### config.mk
export PLATFORM = sky130hd
export DESIGN_NAME = xy_scan_mux
export DESIGN_NICKNAME = d
export VERILOG_FILES = /design/src/rtl/xy_scan_mux.sv
export SDC_FILE = /design/constraint.sdc
export NUM_CORES = 1
export LEC_CHECK = 0
export BUFFER_PORTS_ARGS = -buffer_cell sky130_fd_sc_hd__buf_2
export CORE_UTILIZATION = 49
export CTS_BUF_LIST = sky130_fd_sc_hd__clkbuf_8
export CTS_CLUSTER_DIAMETER = 40
export DETAILED_ROUTE_END_ITERATION = 16
export GPL_ROUTABILITY_DRIVEN = 0
export PLACE_DENSITY = 0.87
export SLEW_MARGIN = 40
export SYNTH_ARGS = -nofsm -noshare
export SYNTH_HDL_FRONTEND = slang
export SYNTH_SLANG_ARGS = --single-unit
### constraint.sdc
create_clock -name clk -period 2.31 [get_ports clk]
set_input_delay 0.693 -clock clk [delete_from_list [all_inputs] [get_ports clk]]
set_output_delay 0.693 -clock clk [all_outputs]
set_load 0.03 [all_outputs]
### src/rtl/xy_scan_mux.sv
// Time-multiplexes left plate, right plate and ball coordinates onto one X/Y DAC pair.
// Optional beam-blank settle window per slot enabled by defining XY_SCAN_BLANK_EN.
module xy_scan_mux #(
  parameter int SETTLE_CYCLES = 4,
  parameter int PLATE_DWELL   = 64,
  parameter int BALL_DWELL    = 16
) (
  input  logic       clk,
  input  logic       rst,
  input  logic [7:0] x_pl,
  input  logic [7:0] y_pl,
  input  logic [7:0] x_pr,
  input  logic [7:0] y_pr,
  input  logic [7:0] x_b,
  input  logic [7:0] y_b,
  input  logic       ball_visible,
  output logic [7:0] x_out,
  output logic [7:0] y_out,
  output logic       blank,
  output logic [1:0] src,
  output logic       frame_start
);

  typedef enum logic {SETTLE, DRAW} state_t;

  // A dwell of 0 behaves like a dwell of 1, so its reload value is also 0.
  localparam logic [7:0] PLATE_LOAD = (PLATE_DWELL == 0) ? 8'd0 : 8'(PLATE_DWELL - 1);
  localparam logic [7:0] BALL_LOAD  = (BALL_DWELL == 0) ? 8'd0 : 8'(BALL_DWELL - 1);

`ifdef XY_SCAN_BLANK_EN
  localparam logic [7:0] SETTLE_LOAD = 8'(SETTLE_CYCLES - 1);
  localparam state_t     FIRST_STATE = SETTLE;
  localparam logic [7:0] FIRST_LOAD  = SETTLE_LOAD;
`else
  localparam state_t     FIRST_STATE = DRAW;
  localparam logic [7:0] FIRST_LOAD  = PLATE_LOAD;
`endif

  state_t     state_q, state_d;
  logic [7:0] cnt_q, cnt_d;
  logic [1:0] src_q, src_d;
  logic [7:0] x_q, x_d;
  logic [7:0] y_q, y_d;
  logic [1:0] next_src;

  function automatic logic [7:0] dwell_for(input logic [1:0] s);
    return (s == 2'd2) ? BALL_LOAD : PLATE_LOAD;
  endfunction

  always_ff @(posedge clk or posedge rst) begin
    if (rst) begin
      state_q <= FIRST_STATE;
      cnt_q   <= FIRST_LOAD;
      src_q   <= 2'd0;
      x_q     <= 8'h00;
      y_q     <= 8'h00;
    end else begin
      state_q <= state_d;
      cnt_q   <= cnt_d;
      src_q   <= src_d;
      x_q     <= x_d;
      y_q     <= y_d;
    end
  end

  always_comb begin
    next_src = 2'd0;
    x_d      = 8'h00;
    y_d      = 8'h00;
    state_d  = state_q;
    cnt_d    = cnt_q - 8'd1;
    src_d    = src_q;

    // ball_visible only matters at the moment the right-plate slot ends.
    case (src_q)
      2'd0:    next_src = 2'd1;
      2'd1:    next_src = ball_visible ? 2'd2 : 2'd0;
      default: next_src = 2'd0;
    endcase

    case (src_q)
      2'd0: begin x_d = x_pl; y_d = y_pl; end
      2'd1: begin x_d = x_pr; y_d = y_pr; end
      2'd2: begin x_d = x_b;  y_d = y_b;  end
      default: begin x_d = 8'h00; y_d = 8'h00; end
    endcase

`ifdef XY_SCAN_BLANK_EN
    if (src_q == 2'd3) begin
      state_d = SETTLE;
      src_d   = 2'd0;
      cnt_d   = SETTLE_LOAD;
    end else if (state_q == SETTLE) begin
      if (cnt_q == 8'd0) begin
        state_d = DRAW;
        cnt_d   = dwell_for(src_q);
      end
    end else if (cnt_q == 8'd0) begin
      state_d = SETTLE;
      src_d   = next_src;
      cnt_d   = SETTLE_LOAD;
    end
`else
    state_d = DRAW;
    if (src_q == 2'd3) begin
      src_d = 2'd0;
      cnt_d = PLATE_LOAD;
    end else if (cnt_q == 8'd0) begin
      src_d = next_src;
      cnt_d = dwell_for(next_src);
    end
`endif
  end

  assign x_out = x_q;
  assign y_out = y_q;
  assign src   = src_q;

`ifdef XY_SCAN_BLANK_EN
  assign blank = (state_q == SETTLE);
`else
  assign blank = 1'b0;
`endif

  // Decoded rather than registered so it is already high on the first cycle after reset release.
  assign frame_start = !rst && (state_q == FIRST_STATE) && (src_q == 2'd0) && (cnt_q == FIRST_LOAD);

endmodule
==> flow_summary.json <==
{
  "status": "finished clean",
  "reg2reg_from": "cnt_q[0]$_DFF_PP1_",
  "start_util_pct": 52.7,
  "r2r_cells": 6,
  "skew_ns": 0.00535,
  "maxSlewHeadroom_pct": 59.3,
  "p_leak_nw": 0.906,
  "endpoint_kind": "primary output",
  "first_pass_iters": 4,
  "io_pins": 71,
  "ir_drop_v": 0.000422,
  "place_area_sq_um": 1700,
  "grt_max_degree": 27,
  "grt_remaining_overflow": 0,
  "grt_util_all_layers_pct": 24.9,
  "gr-max-usage-layer": "met2",
  "drc": 0,
  "r2r_slack_ns": 0.63,
  "critPathKind": "in2out",
  "clk_pin_slew_ns": 0.09,
  "ant_nets": 0,
  "port_buffers": 69,
  "critPathMaxFanout": 2,
  "r2r-end": "cnt_q[4]$_DFF_PP1_",
  "grt_antenna_before_repair": 0,
  "hold_buffers": 0,
  "worst_slew_pin_slew_ns": 0.608,
  "powerDensity_nw_per_um2": 533,
  "cts_tree": "done",
  "fp.dieH_um": 53.9,
  "synth_cell_types": 29,
  "cts_buffers": 3,
  "grt_pass1_vias": 1243,
  "hold_class": "in2async",
  "wl_um": 3060,
  "root_buffer": "clkbuf_8",
  "tns_ns": 0,
  "clk_latency_ns": 0.26,
  "rows": 18,
  "antenna_cells": 0,
  "design_area_sq_um": 1800,
  "met1_usage_pct": 26.9,
  "synth.avg_cell_area_sq_um": 9.91,
  "worstPathArrival_ns": 1.51,
  "period_needed_ns": 2.20,
  "clock_sinks": 26,
  "syn_nets": 187,
  "synth_area_leaders": "dfrtp_1 38%, mux2i_1 14%, dfstp_2 12%",
  "rsz0062_at_grt": "false",
  "drv_slew": 0,
  "setup_viol": 0,
  "syn_inst": 133,
  "drtIter0Drc": 24,
  "grtUsageMet3_pct": 6.78,
  "place_hpwl_um": 2340,
  "clock.fmax_ghz": 0.454,
  "ys_seq_elements": 26,
  "yosysWarnings": 0,
  "fin_nets": 257,
  "finalCritPeriodShare_pct": 95.4,
  "die_w_um": 53.9,
  "synth_top_area_share_pct": 38.0,
  "hold_viol": 0,
  "cap_violations": 0,
  "clock_path_buffers": 2,
  "start_kind": "primary input",
  "use_met2_pct": 46.3,
  "vias": 1218,
  "area_delta_synth_final_pct": 36.6,
  "grt_pass1_wl_um": 5150,
  "ys_seq_area_share_pct": 50.0,
  "cp.required_ns": 1.62,
  "htreeDepth": 1,
  "yosysTopAreaCell": "dfrtp_1",
  "core_area_sq_um": 2500,
  "netlist_area_sq_um": 1320,
  "avgViaCountPerCell": 5.25,
  "drive_above_1_share_pct": 44.6,
  "fp.dieArea_sq_um": 2900,
  "wl_per_cell_um": 13.2
}
cell families (layout without fill, tap and decap cells):
logic type / count (synthesis) / count (layout) / synth area share, %
multiplexers: 18 / 18 / 13.7
AO/OA/AOI/OAI: 21 / 21 / 8.64
flip-flops: 26 / 26 / 50.0
other: 1 / 1 / 0.285
adder cells (fa/ha/maj): 3 / 3 / 2.85
buffers and inverters: 13 / 82 / 4.46
XOR/XNOR: 4 / 4 / 2.66
AND/OR/NAND/NOR: 47 / 47 / 17.5
sequential cells by signal (all words and copies together) (netlist names):
name and cells:
y_out 8, src 2, cnt_q 8, x_out 8
area by class of cell:
class                   instances  area [sq um]
clock buffers                   3          41.3
clock inverters                 1          30.0
multi-input cells              94           624
repair buffers                 75           397
flip-flops and latches         26           658
fillers                       176           701
inverters                       3          11.3
well taps                      30          37.5
worst max path at each step:
| stage | from | to | slack, ns | depth (start not counted) |
|---|---|---|---|---|
| after detailed placement | rst | frame_start | -0.07 | 5 |
| after CTS | rst | frame_start | 0.02 | 5 |
| after floorplan | rst | frame_start | 0.11 | 3 |
| after global placement | rst | frame_start | 0.01 | 5 |
| final | rst | frame_start | 0.11 | 5 |
| after global routing | cnt_q[3]$_DFF_PP1_ | frame_start | 0.06 | 4 |
repair_timing:
action	CTS	global route
setup buffers	1	1
endpoints found under the setup margin	1	1
pin swaps	1	2
resized for setup	2	1
cloned	0	0
critical path, stage by stage:
cell     delay [ns]
buf_2          0.11
nor4b_2        0.22
nand3_1        0.15
nor4_4         0.17
buf_6          0.17
metal layers:
metal	share of wire, %	vias to the layer above
met2	55	45
li1	-	594
met4	0	0
met3	7.0	0
met1	38	579
met5	0	-
placed cells by master, fill, tap and decap left out:
cell type / instances
dfrtp_1: 20
o31a_1: 1
buf_6: 1
nor3_2: 1
dfstp_2: 6
inv_1: 3
nor4_1: 3
nor2_1: 5
nand3_1: 4
nor4_4: 1
nor3b_1: 2
and2_0: 1
nand2_1: 23
a21oi_1: 2
a21o_1: 1
a211oi_1: 1
bufinv_16: 1
xor2_1: 1
buf_4: 6
o21ai_0: 16
mux2i_1: 18
nor2b_2: 1
ha_1: 3
xnor2_1: 3
nor4_2: 1
buf_2: 68
nor4b_2: 1
clkbuf_8: 3
nor3_1: 3
conb_1: 1
or3_1: 1
synth_stat cells, drive strengths merged:
| library cell | count |
|---|---|
| or3 | 1 |
| a21o | 1 |
| nor3 | 4 |
| mux2i | 18 |
| nor4 | 5 |
| and2 | 1 |
| nand3 | 4 |
| nor4b | 1 |
| inv | 3 |
| xor2 | 1 |
| nand2 | 23 |
| o31a | 1 |
| dfstp | 6 |
| conb | 1 |
| o21ai | 16 |
| buf | 7 |
| nor3b | 2 |
| xnor2 | 3 |
| nor2b | 1 |
| dfrtp | 20 |
| ha | 3 |
| a21oi | 2 |
| clkbuf | 3 |
| nor2 | 5 |
| a211oi | 1 |
metrics by stage:
step	instances	total power, mW	worst slack [ns]	hold slack [ns]	util, %
2_1_floorplan	133	0.541	0.109	0.467	-
3_3_place_gp	226	0.597	0.0124	0.487	67.9
3_5_place_dp	226	0.602	-0.0708	0.493	68.0
4_1_cts	231	0.964	0.0244	0.492	71.5
5_1_grt	232	1.00	0.0644	0.515	72.0
6_report	232	0.959	0.105	0.478	72.0
power breakdown:
part / switching [mW] / internal (mW) / total [mW]
logic: 0.0694 / 0.0513 / 0.121
clock network: 0.135 / 0.231 / 0.367
registers: 0.00283 / 0.469 / 0.472
(Power assumes the default switching activity.)
